[src/rtl/debug_uart_tx.sv]
// Debug-port UART transmitter: snapshots seven debug bytes on request and sends
// them as one 8N1 frame (SYNC, D1..D7, CHK) on the tx line.
module debug_uart_tx #(
    parameter int          CLKS_PER_BIT = 434,
    parameter logic [7:0]  SYNC_BYTE    = 8'hA5
) (
    input  logic       clk,
    input  logic       nreset,
    input  logic       start,
    input  logic [7:0] debug_port1,
    input  logic [7:0] debug_port2,
    input  logic [7:0] debug_port3,
    input  logic [7:0] debug_port4,
    input  logic [7:0] debug_port5,
    input  logic [7:0] debug_port6,
    input  logic [7:0] debug_port7,
    output logic       tx,
    output logic       busy,
    output logic       done
);

    localparam int CW = $clog2(CLKS_PER_BIT);

    typedef enum logic [1:0] {IDLE, START, DATA, STOP} state_t;

    state_t         state_q, state_d;
    logic [CW-1:0]  baud_q, baud_d;
    logic [2:0]     bit_q, bit_d;
    logic [3:0]     byte_q, byte_d;
    logic [7:0]     shadow_q [0:6];
    logic [7:0]     shadow_d [0:6];
    logic [7:0]     chk_q, chk_d;
    logic           tx_q, tx_d;
    logic           busy_q, busy_d;
    logic           done_q, done_d;

    logic [7:0]     port_in [0:6];
    logic [7:0]     port_sum;
    logic [7:0]     cur_byte;
    logic [2:0]     sh_idx;
    logic [2:0]     bit_nxt;
    logic           baud_wrap;

    assign port_in[0] = debug_port1;
    assign port_in[1] = debug_port2;
    assign port_in[2] = debug_port3;
    assign port_in[3] = debug_port4;
    assign port_in[4] = debug_port5;
    assign port_in[5] = debug_port6;
    assign port_in[6] = debug_port7;

    assign tx   = tx_q;
    assign busy = busy_q;
    assign done = done_q;

    assign baud_wrap = (baud_q == CW'(CLKS_PER_BIT - 1));
    assign sh_idx    = byte_q[2:0] - 3'd1;
    assign bit_nxt   = bit_q + 3'd1;

    always_comb begin
        port_sum = 8'd0;
        for (int i = 0; i < 7; i++) begin
            port_sum = port_sum + port_in[i];
        end
    end

    // Byte 0 is the sync marker, byte 8 the checksum, 1..7 the captured payload.
    always_comb begin
        if (byte_q == 4'd0) begin
            cur_byte = SYNC_BYTE;
        end else if (byte_q == 4'd8) begin
            cur_byte = chk_q;
        end else begin
            cur_byte = shadow_q[sh_idx];
        end
    end

    always_comb begin
        state_d  = state_q;
        baud_d   = baud_wrap ? '0 : baud_q + CW'(1);
        bit_d    = bit_q;
        byte_d   = byte_q;
        shadow_d = shadow_q;
        chk_d    = chk_q;
        tx_d     = tx_q;
        busy_d   = busy_q;
        done_d   = 1'b0;

        case (state_q)
            IDLE: begin
                baud_d = '0;
                tx_d   = 1'b1;
                busy_d = 1'b0;
                if (start) begin
                    shadow_d = port_in;
                    chk_d    = 8'd0 - port_sum;
                    state_d  = START;
                    tx_d     = 1'b0;
                    busy_d   = 1'b1;
                    byte_d   = 4'd0;
                    bit_d    = 3'd0;
                end
            end
            START: begin
                if (baud_wrap) begin
                    state_d = DATA;
                    bit_d   = 3'd0;
                    tx_d    = cur_byte[0];
                end
            end
            DATA: begin
                if (baud_wrap) begin
                    if (bit_q == 3'd7) begin
                        state_d = STOP;
                        tx_d    = 1'b1;
                    end else begin
                        bit_d = bit_nxt;
                        tx_d  = cur_byte[bit_nxt];
                    end
                end
            end
            STOP: begin
                if (baud_wrap) begin
                    if (byte_q != 4'd8) begin
                        byte_d  = byte_q + 4'd1;
                        state_d = START;
                        tx_d    = 1'b0;
                    end else begin
                        state_d = IDLE;
                        tx_d    = 1'b1;
                        busy_d  = 1'b0;
                        done_d  = 1'b1;
                    end
                end
            end
            default: begin
                state_d = IDLE;
                tx_d    = 1'b1;
                busy_d  = 1'b0;
            end
        endcase
    end

    always_ff @(posedge clk or negedge nreset) begin
        if (!nreset) begin
            state_q <= IDLE;
            baud_q  <= '0;
            bit_q   <= 3'd0;
            byte_q  <= 4'd0;
            chk_q   <= 8'd0;
            tx_q    <= 1'b1;
            busy_q  <= 1'b0;
            done_q  <= 1'b0;
            for (int i = 0; i < 7; i++) begin
                shadow_q[i] <= 8'd0;
            end
        end else begin
            state_q  <= state_d;
            baud_q   <= baud_d;
            bit_q    <= bit_d;
            byte_q   <= byte_d;
            chk_q    <= chk_d;
            tx_q     <= tx_d;
            busy_q   <= busy_d;
            done_q   <= done_d;
            shadow_q <= shadow_d;
        end
    end

endmodule

[config.mk]
export PLATFORM = sky130hd
export DESIGN_NAME = debug_uart_tx
export DESIGN_NICKNAME = d
export VERILOG_FILES = /design/src/rtl/debug_uart_tx.sv
export SDC_FILE = /design/constraint.sdc
export NUM_CORES = 1
export LEC_CHECK = 0
export BUFFER_PORTS_ARGS = -buffer_cell sky130_fd_sc_hd__buf_4
export CAP_MARGIN = 20
export CORE_UTILIZATION = 45
export CTS_BUF_LIST = sky130_fd_sc_hd__clkbuf_8
export DETAILED_ROUTE_END_ITERATION = 8
export REMOVE_ABC_BUFFERS = 1
export SLEW_MARGIN = 0
export SYNTH_ARGS = -nofsm -noshare
export SYNTH_HDL_FRONTEND = slang
export SYNTH_SLANG_ARGS = --single-unit
[constraint.sdc]
create_clock -name clk -period 6.3 [get_ports clk]
set_input_delay 0 -clock clk [delete_from_list [all_inputs] [get_ports clk]]
set_output_delay 0 -clock clk [all_outputs]
set_load 0.05 [all_outputs]
# [Yosys cells after proc, flatten, opt, wreduce, memory -nomap -nowiden]
# Cells that the tools add are included.
[word_totals] ff_bits=85 inputBits=59 output_inout_bits=3
[classes] n_eq_ne=15 muxes=38 bitwise=1 reduce_logical=10 magnitude_cmp=2 add_sub_neg=11
[op_table] operator="adder 8 bit" count=6
[op_table] operator="2-to-1 mux 8 bit" count=4
[op_table] operator="binary-select mux 8 bit (select 3 bit)" count=1
[op_table] operator="2-to-1 mux 9 bit" count=2
[op_table] operator="!= test 2 bit, second input constant" count=8
[op_table] operator="2-to-1 mux 1 bit" count=13
[op_table] operator="2-to-1 mux 3 bit" count=4
[op_table] operator="2-to-1 mux 4 bit" count=3
[op_table] operator="2-to-1 mux 2 bit" count=5
[op_table] operator="AND reduction 5 bit" count=2
[op_table] operator="adder 9 x 1 -> 9 bit, second input constant" count=1
[op_table] operator="== test 9 bit, second input constant" count=1
[op_table] operator="one-hot mux 3 bit (3 select lines)" count=1
[op_table] operator="one-hot mux 2 bit (4 select lines)" count=1
[op_table] operator="one-hot mux 4 bit (2 select lines)" count=1
[op_table] operator="subtractor 1 x 8 -> 8 bit, first input constant" count=1
[op_table] operator="AND reduction 3 bit" count=2
[op_table] operator="adder 4 x 1 -> 4 bit, second input constant" count=1
[op_table] operator="== test 2 bit, second input constant" count=2
[op_table] operator="== test 4 bit, second input constant" count=1
[op_table] operator="greater-or-equal comparator 4 bit, second input constant" count=1
[op_table] operator="logical NOT 4 bit" count=1
[op_table] operator="less-than comparator 3 x 4 -> 1 bit, second input constant" count=1
[op_table] operator="!= test 4 bit, second input constant" count=1
[op_table] operator="other kinds (13)" count=13

# [Longest topological paths before layout]
# Gate-level depths: netlist of run 1.
[depth] word_depth=12 ltp_mapped=16 ltp_nobuf=16

# [Worst setup path after synthesis of run 1]
# Ideal clock, no wire load.
[synth_path] path_kind="in2reg" startpoint="input debug_port2[3]" endpoint="register chk_q[7]" path_slack_ns=2.891 n_path_buf=0 arrival_ns=3.272 stages=14 required_time_ns=6.162 cell_sequence="inv_1 -> fa_1 -> inv_1 -> fa_1 -> fa_1 -> fa_1 -> inv_1 -> ha_1 -> a21o_1 -> a21oi_1 -> o21bai_1 -> a21oi_1 -> xnor2_1 -> o21ai_0"
[synth_between] elab_chain_cells=7
[synth_rtl] element="start: declaration" line="11" source="input logic [7:0] debug_port2,"
[synth_rtl] element="adder 8 bit (6 in a row)" line="63" source="port_sum = port_sum + port_in[i];"
[synth_rtl] element="subtractor 1 x 8 -> 8 bit" line="96" source="chk_d = 8'd0 - port_sum;"
[synth_rtl] element="end signal: assignment" line="162" source="chk_q <= chk_d;"
[synth_rtl] element="end: declaration" line="32" source="logic [7:0] chk_q, chk_d;"
# Every way passes these cells.
# A chain may end at the register's enable or synchronous reset.

# [Worst setup path after layout of run 1]
# Same ends and word-level chain as after synthesis.

==> impl_metrics.py, run 1 <==
metrics = {
    "grt": {
        "grt_util_met1": 0.2639,
        "grt_max_degree": 109,
        "grt.met2_usage": 0.3308,
        "antenna_found_initial": 0,
        "number_of_global_route_vias_before_repair": 4115,
        "grt_util_met3": 0.02885,
        "grt_pass1_wl_um": 19430,
        "gr-total-overflow": 0,
        "busiest_layer": "met2",
        "grt_usage": 0.1997,
    },
    "clocking": {
        "cts.root.buffer_cell": "sky130_fd_sc_hd__clkbuf_8",
        "clock_sink_count": 85,
        "cts_max_path_buffers": 2,
        "clock_tree.htree_level_count": 3,
        "cts_inserted_buffers": 9,
        "cts.repair_timing.setup_buffer_count": 0,
        "cts.clk_slew.worst_paths_ns": 0.09,
        "tritoncts": "done",
        "clk-insertion-delay-late_ns": 0.37,
    },
    "logic_synthesis": {
        "async_reset_ff_frac": 1.000,
        "cell_area_after_synthesis_mm2": 0.005434,
        "seq_area_frac_synth": 0.3917,
        "syn_inst": 525,
        "synth_enable_flop_cells": 0,
        "synth.distinct_cells": 48,
        "synth-warning-count": 0,
        "synthFlopType": "sky130_fd_sc_hd__dfrtp_1",
        "ys_ff_latch": 85,
        "post_synth.cell_area_avg_um2": 10.35,
    },
    "setup_path": {
        "arrival_ns": 4.08,
        "crit_family": "adder cells",
        "timing.critical_path.cells": "dlygate4sd3_1 -> buf_4 -> inv_1 -> fa_1 -> inv_1 -> fa_1 -> fa_1 -> fa_1 -> inv_1 -> ha_1 -> a21o_1 -> a21oi_1 -> o21bai_1 -> a21oi_1 -> xnor2_1 -> o21ai_0",
        "worst-setup-path-type": "in2reg",
        "setup.reg_to_reg.worst_slack_ns": 2.95,
        "timing.critical_path.to_type": "flip-flop",
        "cp_max_stage_delay_ns": 0.54,
        "top_cell_by_count_worst_path": "sky130_fd_sc_hd__fa_1",
        "worstPathMaxFanout": 2,
        "worstSetupStartpointType": "input pin",
        "critPathSlowestCell": "sky130_fd_sc_hd__dlygate4sd3_1",
        "timing.critical_path.required_ns": 6.55,
        "cp_num_buf_inv": 5,
    },
    "drt": {
        "dr_iter_0_viols": 136,
        "remaining_design_rule_violation_count": 3,
        "routed_via_density": 4.973,
        "detail_route.first_pass.iterations": 6,
        "number_of_nets_still_failing_antenna_checks_after_routing": 0,
        "total_via_count_after_detailed_routing": 3899,
        "post_drt_wl_per_cell_um": 14.50,
        "wirelength_um": 11370,
    },
    "pwr": {
        "cellLeakagePower_nw": 3.397,
        "cellPowerDensity_mw_per_mm2": 210.2,
        "max-vdd-ir-drop_uv": 162.0,
    },
    "sta": {
        "grt_setup_unrepaired": "false",
        "layout_min_cycle_time_ns": 3.827,
        "setup_viol": 0,
        "timing.fmax_mhz": 261.3,
        "final.hold.worst_slack_ns": 0.1629,
        "final.setup_skew_ns": 0.008218,
        "timing.slew.headroom": 0.4676,
        "report.final.slew_viol_count": 0,
        "tns_ns": 0,
        "tightestPinTransition_ns": 0.7986,
        "period_share": 0.6075,
        "final_hold_viols": 0,
        "setup_ws_ns": 2.473,
    },
    "layout": {
        "layout_commonest_cell": "sky130_fd_sc_hd__inv_1",
        "layout_common_cells": "86 x sky130_fd_sc_hd__inv_1, 84 x sky130_fd_sc_hd__dfrtp_1, 62 x sky130_fd_sc_hd__buf_4",
        "antenna_cells": 0,
        "drive_above_1_share": 0.1981,
        "nNetsFinal": 753,
        "area_growth_syn_to_layout_pct": 25.14,
        "fin_area_mm2": 0.006800,
    },
    "die": {
        "core_mm2": 0.01161,
        "die_width_um": 111.9,
        "rows": 39,
        "design.die.area_mm2": 0.01252,
        "io_pins": 62,
        "chipHeight_um": 111.9,
        "start_util": 0.4679,
    },
    "outcome": {
        "status": "complete, but fails checks",
        "violations": "DRC",
    },
    "min_path": {
        "hold_path_class": "in2async",
    },
    "placed_design": {
        "gp_congestion": 0.8114,
        "port_buffers": 61,
        "post_detailed_placement_cell_area_mm2": 0.005979,
        "dp_slack_ns": 2.611,
        "hpwl_um": 7900,
    },
    "job": {
        "max_cap_viol_count": 0,
    },
}
## synthesized netlist by cell type, drive strengths merged, types with 5 or more instances
library cell / n / area share
dfrtp: 84 / 0.39
inv: 84 / 0.058
nand2: 62 / 0.043
o21ai: 54 / 0.050
mux2: 33 / 0.069
fa: 32 / 0.12
ha: 26 / 0.060
nor2: 23 / 0.016
xnor2: 16 / 0.026
clkbuf: 14 / 0.0097
a21oi: 11 / 0.011
xor2: 10 / 0.020
buf: 8 / 0.0099
mux4: 8 / 0.035
a211oi: 5 / 0.0078
## cell type report
class / count / area, um2
fill: 1026 / 4813
multi-input combinational: 334 / 2892
tap: 143 / 178.9
inverter: 84 / 315.3
clock inverter: 6 / 55.05
sequential: 85 / 2128
timing repair buffer: 122 / 1094
clock buffer: 10 / 137.6
## through the flow
stage / util / total power, mW / instances
2_1_floorplan: - / 0.9043 / 503
3_3_place_gp: 0.5149 / 1.022 / 708
3_5_place_dp: 0.5149 / 1.026 / 708
4_1_cts: 0.5814 / 1.455 / 782
5_1_grt: 0.5855 / 1.538 / 784
6_report: 0.5855 / 1.429 / 784
## where the power goes
group	internal [mW]	total [mW]	switching, mW
Combinational	0.247	0.494	0.247
Clock	0.190	0.391	0.201
Sequential	0.545	0.545	0
Total	0.982	1.43	0.448
## metal layers
metal	part of all wire	vias up
met3	0.025	13
met2	0.49	52
met5	0	-
met4	0.018	0
li1	-	1933
met1	0.47	1901
## registers in the layout (all words and copies together) (netlist names), 2 cells and up
| name | cells |
|---|---|
| chk_q | 8 |
| bit_q | 3 |
| state_q | 2 |
| byte_q | 4 |
| shadow_q | 56 |
| baud_q | 9 |
## worst paths after layout
check | start | end | depth (start not counted)
min in group clk | debug_port3[1] | shadow_q[33] | 3
worst max register to register | byte_q[0] | tx | 9
max in group asynchronous | nreset | shadow_q[54] | 3
worst min register to register | shadow_q[46] | shadow_q[46] | 2
worst max-delay path | debug_port2[3] | chk_q[7] | 16
worst min-delay path | nreset | shadow_q[24] | 2
## repair_timing
item	4_1_cts	5_1_grt
hold buffers	58	0
gates resized for setup	0	0
endpoints found under the hold margin	141	0
## kinds of logic (layout without fill, tap and decap cells)
logic type | after synthesis | count (layout) | synth area share
buffers and inverters | 106 | 222 | 0.07760
flip-flops | 85 | 85 | 0.3917
adder cells (fa/ha/maj) | 58 | 58 | 0.1778
AO/OA/AOI/OAI | 93 | 93 | 0.1038
XOR/XNOR | 26 | 26 | 0.04536
AND/OR/NAND/NOR | 113 | 113 | 0.09463
multiplexers | 44 | 44 | 0.1091
Note: power is estimated with default switching activity, not from simulation.
==> inputs of run 2 (changes only) <==
--- a/config.mk
+++ b/config.mk
@@ -5,11 +5,13 @@
 export SDC_FILE = /design/constraint.sdc
 export NUM_CORES = 1
 export LEC_CHECK = 0
+export ABC_AREA = 1
 export BUFFER_PORTS_ARGS = -buffer_cell sky130_fd_sc_hd__buf_4
 export CAP_MARGIN = 20
 export CORE_UTILIZATION = 45
 export CTS_BUF_LIST = sky130_fd_sc_hd__clkbuf_8
 export DETAILED_ROUTE_END_ITERATION = 8
+export PLACE_DENSITY = 0.66
 export REMOVE_ABC_BUFFERS = 1
 export SLEW_MARGIN = 0
 export SYNTH_ARGS = -nofsm -noshare
==> constraint.sdc (replaced) <==
create_clock -name clk -period 3.1 [get_ports clk]
set_input_delay 0 -clock clk [delete_from_list [all_inputs] [get_ports clk]]
set_output_delay 0 -clock clk [all_outputs]
set_load 0.05 [all_outputs]
==> run 2 against run 1 <==
Net effect: the run now ends clean; worst setup slack worse by 2.4 ns; first-iteration DRC count is 150% higher; register-to-register slack got worse by 2.5 ns; critical endpoint unchanged; via count up 21%; hold slack lost 0.16 ns; final cell count is 23% higher; largest cell class unchanged; global-route usage grew 2.5 points; power is 140% higher; final area rose by 4.2%.
==> impl_metrics.py, run 2 <==
metrics = {
    "outcome": {
        "status": "finished, final reports clean",
    },
    "die": {
        "start_util": 0.4624,
        "core_mm2": 0.01201,
        "design.die.area_mm2": 0.01279,
        "io_pins": 62,
        "rows": 40,
        "chipHeight_um": 113.1,
        "die_width_um": 113.1,
    },
    "clocking": {
        "clock_sink_count": 85,
        "cts.clk_slew.worst_paths_ns": 0.08,
        "cts.root.buffer_cell": "sky130_fd_sc_hd__clkbuf_8",
        "tritoncts": "done",
        "clk-insertion-delay-late_ns": 0.37,
        "cts_inserted_buffers": 9,
        "clock_tree.htree_level_count": 3,
        "cts_max_path_buffers": 2,
    },
    "sta": {
        "timing.fmax_mhz": 331.0,
        "layout_min_cycle_time_ns": 3.021,
        "grt_setup_unrepaired": "true",
        "setup_viol": 0,
        "final_hold_viols": 0,
        "report.final.slew_viol_count": 0,
        "tightestPinTransition_ns": 0.5812,
        "period_share": 0.9745,
        "final.setup_skew_ns": 0.007274,
        "timing.slew.headroom": 0.6121,
    },
    "setup_path": {
        "worstPathMaxFanout": 3,
        "cp_num_buf_inv": 4,
        "timing.critical_path.cells": "buf_6 -> inv_4 -> fa_1 -> inv_2 -> fa_1 -> fa_1 -> inv_1 -> fa_1 -> ha_4 -> a21oi_2 -> nand2_2 -> nand2_2 -> nand2_2 -> a21oi_4 -> xnor2_2 -> nand2_1 -> nand3_1 -> nand2_1",
        "r2r_cells": 15,
        "setup.reg_to_reg.worst_slack_ns": 0.41,
        "critical_path.reg2reg.startpoint": "byte_q[0]",
        "rr_endpoint": "tx",
        "cp_max_stage_delay_ns": 0.54,
        "timing.critical_path.to_type": "flip-flop",
        "top_cell_by_count_worst_path": "sky130_fd_sc_hd__fa_1",
        "critPathSlowestCell": "sky130_fd_sc_hd__fa_1",
        "crit_family": "adder cells",
        "worst-setup-path-type": "in2reg",
        "worstSetupStartpointType": "input pin",
        "timing.critical_path.required_ns": 3.36,
        "arrival_ns": 3.28,
    },
    "min_path": {
        "holdPathEnd": "shadow_q[5]",
        "worst_hold_startpoint": "debug_port7[5]",
        "holdPathStages": 4,
        "hold_path_class": "in2reg",
    },
    "logic_synthesis": {
        "syn_inst": 695,
        "synth.distinct_cells": 33,
        "async_reset_ff_frac": 1.000,
        "synth_enable_flop_cells": 0,
        "synth.most_common_cell": "sky130_fd_sc_hd__nand2_1",
        "synth-warning-count": 0,
        "ys_ff_latch": 85,
        "synth_largest_type_area_fraction": 0.3785,
        "cell_area_after_synthesis_mm2": 0.005554,
        "synth.area.top_cells": "sky130_fd_sc_hd__dfrtp_1 38%, sky130_fd_sc_hd__nand2_1 13%, sky130_fd_sc_hd__fa_1 12%",
        "seq_area_frac_synth": 0.3832,
        "synth_largest_area_cell": "sky130_fd_sc_hd__dfrtp_1",
        "post_synth.cell_area_avg_um2": 7.991,
        "synthFlopType": "sky130_fd_sc_hd__dfrtp_1",
        "synth.cells.most_frequent": "190 x sky130_fd_sc_hd__nand2_1, 127 x sky130_fd_sc_hd__inv_1, 84 x sky130_fd_sc_hd__dfrtp_1",
    },
    "grt": {
        "number_of_global_route_vias_before_repair": 4792,
        "antenna_found_initial": 0,
        "gr-total-overflow": 0,
        "grt_usage": 0.2246,
        "grt_max_degree": 86,
        "grt_pass1_wl_um": 22490,
    },
    "pwr": {
        "sw_frac": 0.3141,
        "cellLeakagePower_nw": 3.664,
        "netSwitchingPower_mw": 1.088,
        "clock_power_share": 0.271,
        "power_frac_seq": 0.320,
        "cellInternalPower_mw": 2.375,
        "comb_power_share": 0.409,
        "max-vdd-ir-drop_uv": 385.9,
        "cellPowerDensity_mw_per_mm2": 488.5,
        "fin_total_pwr_mw": 3.462,
    },
    "layout": {
        "antenna_cells": 0,
        "layout_commonest_cell": "sky130_fd_sc_hd__nand2_1",
        "nNetsFinal": 934,
        "layout_common_cells": "186 x sky130_fd_sc_hd__nand2_1, 116 x sky130_fd_sc_hd__inv_1, 84 x sky130_fd_sc_hd__dfrtp_1",
        "max_ffs_per_register": 56,
        "area_growth_syn_to_layout_pct": 27.62,
        "largest_register": "shadow_q",
        "layout.filler_cells": 1043,
        "drive_above_1_share": 0.1669,
        "fraction_of_the_core_area_covered_by_cells_at_the_end_of_the_flow": 0.5901,
        "layout.cells.non_filler": 968,
        "largest_registers": "shadow_q x56, baud_q x9, chk_q x8",
    },
    "placed_design": {
        "dpl.cell_count": 900,
        "hpwl_um": 9043,
        "port_buffers": 61,
        "gp_congestion": 0.8156,
    },
    "drt": {
        "wirelength_um": 13140,
        "total_via_count_after_detailed_routing": 4733,
        "dr_iter_0_viols": 335,
        "remaining_design_rule_violation_count": 0,
        "post_drt_wl_per_cell_um": 13.58,
        "detail_route.first_pass.iterations": 5,
        "number_of_nets_still_failing_antenna_checks_after_routing": 0,
        "routed_via_density": 4.889,
    },
    "job": {
        "max_cap_viol_count": 0,
    },
}
-- run 2: logic make-up after synthesis --
family	synth area share
simple gates	0.2221
flops	0.3832
xor+xnor	0.02523
buf+inv	0.1158
compound gates	0.07975
fa+ha+maj	0.1739
-- run 2: worst max path at each step --
stage / startpoint / endpoint / depth (start not counted)
after floorplan: debug_port2[4] / chk_q[7] / 17
after global placement: debug_port2[4] / chk_q[7] / 18
after detailed placement: debug_port2[4] / chk_q[7] / 18
after CTS: debug_port2[3] / chk_q[7] / 18
after global routing: debug_port5[3] / chk_q[7] / 18
final: debug_port7[4] / chk_q[7] / 18
-- run 2: metrics by stage --
stage	setup TNS [ns]	hold slack, ns	instance area, um2	worst slack, ns
after global placement	-1.393	0.2162	6203	-0.4897
after floorplan	-0.5742	-0.2956	5409	-0.3344
after CTS	0	0.01386	6964	0.01433
after detailed placement	-1.514	0.2236	6203	-0.5470
final	0	0.006177	7088	0.07910
after global routing	-0.03857	0.02037	7088	-0.03857
-- run 2: worst register-to-register path, cell delays in order, from the launching register on --
cell	delay (ns)
sky130_fd_sc_hd__dfrtp_1	0.42
sky130_fd_sc_hd__inv_4	0.25
sky130_fd_sc_hd__ha_1	0.46
sky130_fd_sc_hd__inv_1	0.52
sky130_fd_sc_hd__nand3_1	0.15
sky130_fd_sc_hd__nand3_1	0.12
sky130_fd_sc_hd__nand3_1	0.10
sky130_fd_sc_hd__nand3_1	0.15
sky130_fd_sc_hd__nand2_1	0.07
sky130_fd_sc_hd__nand2_1	0.06
sky130_fd_sc_hd__nand2_1	0.06
sky130_fd_sc_hd__nand2_1	0.06
sky130_fd_sc_hd__nand3_1	0.08
sky130_fd_sc_hd__nand2_1	0.07
sky130_fd_sc_hd__nand2_1	0.05
sky130_fd_sc_hd__nand2_1	0.05
-- run 2: final cells by class --
class	instances	area, um2	area share
inverters	132	505.5	0.07132
multi-input cells	455	2878	0.4060
clock buffers	9	123.9	0.01748
repair buffers	134	1165	0.1643
well taps	147	183.9	0.02595
flip-flops and latches	85	2128	0.3003
clock inverters	6	103.9	0.01465
-- run 2: routing by layer --
metal / share of wire / track usage / vias up
met5: 0 / 0 / -
met3: 0.038 / 0.04124 / 18
met4: 0.017 / 0.06667 / 0
met2: 0.50 / 0.3930 / 103
li1: - / - / 2358
met1: 0.44 / 0.2835 / 2254
-- run 2: timing repair --
| action | 4_1_cts | 5_1_grt |
|---|---|---|
| hold buffers | 51 | 0 |
| hold endpoints to repair | 134 | 0 |
| resized for setup | 4 | 32 |
| pin swaps | 11 | 23 |
| buffers inserted | 0 | 1 |
| setup endpoints to repair | 1 | 3 |
-- run 2: power groups by stage --
| stage | Sequential (mW) | Combinational [mW] | Clock (mW) |
|---|---|---|---|
| floorplan | 1.13 | 0.678 | 0 |
| global placement | 1.13 | 1.04 | 0 |
| detailed placement | 1.13 | 1.06 | 0 |
| CTS | 1.11 | 1.18 | 0.956 |
| global route | 1.11 | 1.61 | 0.997 |
| finish | 1.11 | 1.42 | 0.938 |
==> inputs of run 3 (changes only) <==
--- a/config.mk
+++ b/config.mk
@@ -5,13 +5,12 @@
 export SDC_FILE = /design/constraint.sdc
 export NUM_CORES = 1
 export LEC_CHECK = 0
-export ABC_AREA = 1
 export BUFFER_PORTS_ARGS = -buffer_cell sky130_fd_sc_hd__buf_4
 export CAP_MARGIN = 20
 export CORE_UTILIZATION = 45
 export CTS_BUF_LIST = sky130_fd_sc_hd__clkbuf_8
 export DETAILED_ROUTE_END_ITERATION = 8
-export PLACE_DENSITY = 0.66
+export PLACE_DENSITY = 0.67
 export REMOVE_ABC_BUFFERS = 1
 export SLEW_MARGIN = 0
 export SYNTH_ARGS = -nofsm -noshare
==> run 3 against run 2 <==
Net effect: the run now ends with DRC left; register-to-register slack improved by 0.29 ns; via count decreased by 16%; non-clock buffer count is 3 lower; critical endpoint is now chk_q[6].
==> impl_metrics.py, run 3 (synthesis gave the netlist of run 1 again) <==
metrics = {
    "placed_design": {
        "hpwl_um": 8096,
        "post_detailed_placement_cell_area_mm2": 0.006152,
        "dpl.cell_count": 731,
        "gp_congestion": 0.8211,
        "port_buffers": 61,
        "dp_slack_ns": -0.5398,
    },
    "sta": {
        "final_hold_viols": 0,
        "grt_setup_unrepaired": "true",
        "layout_min_cycle_time_ns": 3.072,
        "tightestPinTransition_ns": 1.043,
        "final.hold.worst_slack_ns": 0.01307,
        "report.final.slew_viol_count": 0,
        "timing.slew.headroom": 0.3048,
        "setup_ws_ns": 0.02771,
        "period_share": 0.9911,
        "setup_viol": 0,
        "timing.fmax_mhz": 325.5,
        "final.setup_skew_ns": 0.009301,
        "tns_ns": 0,
    },
    "setup_path": {
        "timing.critical_path.required_ns": 3.31,
        "arrival_ns": 3.28,
        "worstPathMaxFanout": 2,
        "worst-setup-path-type": "in2reg",
        "critical_path.reg2reg.startpoint": "bit_q[0]",
        "worstSetupStartpoint": "debug_port6[3]",
        "worstSetupStartpointType": "input pin",
        "timing.critical_path.to_type": "flip-flop",
    },
    "clocking": {
        "cts.root.buffer_cell": "sky130_fd_sc_hd__clkbuf_8",
        "cts_inserted_buffers": 9,
        "clock_sink_count": 85,
        "cts_max_path_buffers": 2,
        "clock_tree.htree_level_count": 3,
        "tritoncts": "done",
        "clk-insertion-delay-late_ns": 0.36,
        "cts.repair_timing.setup_buffer_count": 0,
        "cts.clk_slew.worst_paths_ns": 0.09,
    },
    "drt": {
        "wirelength_um": 11470,
        "post_drt_wl_per_cell_um": 14.46,
        "detail_route.first_pass.iterations": 6,
        "number_of_nets_still_failing_antenna_checks_after_routing": 0,
        "remaining_design_rule_violation_count": 2,
        "total_via_count_after_detailed_routing": 3976,
        "routed_via_density": 5.014,
        "dr_iter_0_viols": 135,
    },
    "pwr": {
        "fin_total_pwr_mw": 3.148,
        "max-vdd-ir-drop_uv": 301.4,
        "cellLeakagePower_nw": 3.441,
        "cellPowerDensity_mw_per_mm2": 457.4,
    },
    "die": {
        "design.die.area_mm2": 0.01252,
        "rows": 39,
        "start_util": 0.4679,
        "core_mm2": 0.01161,
        "chipHeight_um": 111.9,
        "die_width_um": 111.9,
        "io_pins": 62,
    },
    "grt": {
        "grt_usage": 0.2046,
        "antenna_found_initial": 0,
        "number_of_global_route_vias_before_repair": 4211,
        "gr-total-overflow": 0,
        "grt_max_degree": 109,
        "grt_pass1_wl_um": 19910,
    },
    "layout": {
        "max_ffs_per_register": 56,
        "largest_registers": "shadow_q x56, baud_q x9, chk_q x8",
        "area_growth_syn_to_layout_pct": 26.66,
        "layout_commonest_cell": "sky130_fd_sc_hd__dfrtp_1",
        "layout.cells.non_filler": 793,
        "drive_above_1_share": 0.2492,
        "fraction_of_the_core_area_covered_by_cells_at_the_end_of_the_flow": 0.5927,
        "fin_area_mm2": 0.006883,
        "layout_common_cells": "84 x sky130_fd_sc_hd__dfrtp_1, 83 x sky130_fd_sc_hd__buf_4, 82 x sky130_fd_sc_hd__inv_1",
        "nNetsFinal": 762,
        "largest_register": "shadow_q",
        "antenna_cells": 0,
    },
    "min_path": {
        "worst_hold_startpoint": "debug_port3[3]",
        "hold_path_class": "in2reg",
    },
    "outcome": {
        "violations": "DRC",
        "status": "complete, but fails checks",
    },
    "job": {
        "max_cap_viol_count": 0,
    },
}
==> run 3: cell types whose count changed in the layout (fill, tap and decap cells not counted), sizes merged, moves of 5 or more <==
cell / previous run / this run
a21oi: 16 / 11
inv: 132 / 88
xnor2: 9 / 16
nor2: 43 / 23
mux2: 0 / 33
nand2: 191 / 62
o21ai: 67 / 54
mux4: 0 / 8
a211oi: 0 / 5
nand3: 51 / 4
dlygate4sd3: 51 / 45
==> run 3: final timing paths <==
| path | end | slack [ns] | depth (start not counted) |
|---|---|---|---|
| hold / removal | shadow_q[35] | 0.01 | 3 |
| max in group asynchronous | tx | 2.36 | 3 |
| hold reg to reg | shadow_q[17] | 0.48 | 2 |
| min in group asynchronous | shadow_q[40] | 0.07 | 2 |
| setup / recovery | chk_q[6] | 0.03 | 15 |
| setup reg to reg | tx | 0.70 | 7 |
==> run 3: report_power, final <==
part           leakage [nW]  switching [mW]  internal, mW
combinational          2.20           0.587         0.672
sequential             1.13               0          1.11
clock                 0.111           0.399         0.383
total                  3.44           0.986          2.16
==> run 3: what timing repair did <==
item                                    in CTS  in global routing
pin swaps                                    9                 28
hold buffers                                45                  0
gates resized for setup                      5                 16
endpoints found under the hold margin      128                  0
endpoints found under the setup margin       2                  3
==> run 3: cell type report <==
class	instances	area (um2)
sequential	85	2128
timing repair buffer	131	1124
clock inverter	6	50.05
inverter	84	317.8
multi-input combinational	334	2947
clock buffer	10	137.6
tap	143	178.9
fill	991	4731
==> run 3: layer usage <==
metal,share of wire,track usage,up-vias
met3,0.025,0.02286,11
met1,0.46,0.2662,1935
met4,0.011,0.06757,0
met2,0.51,0.3565,78
met5,0,0,-
li1,-,-,1952
==> run 3: worst max-delay path, cell delays in order <==
cell                      delay (ns)
sky130_fd_sc_hd__buf_6          0.07
sky130_fd_sc_hd__inv_4          0.03
sky130_fd_sc_hd__fa_1           0.54
sky130_fd_sc_hd__inv_2          0.04
sky130_fd_sc_hd__fa_1           0.56
sky130_fd_sc_hd__fa_1           0.43
sky130_fd_sc_hd__fa_1           0.51
sky130_fd_sc_hd__inv_2          0.06
sky130_fd_sc_hd__buf_6          0.11
sky130_fd_sc_hd__fa_2           0.39
sky130_fd_sc_hd__a21oi_2        0.14
sky130_fd_sc_hd__nor2_1         0.05
sky130_fd_sc_hd__nor2_1         0.10
sky130_fd_sc_hd__xor2_1         0.16
sky130_fd_sc_hd__o21ai_1        0.08
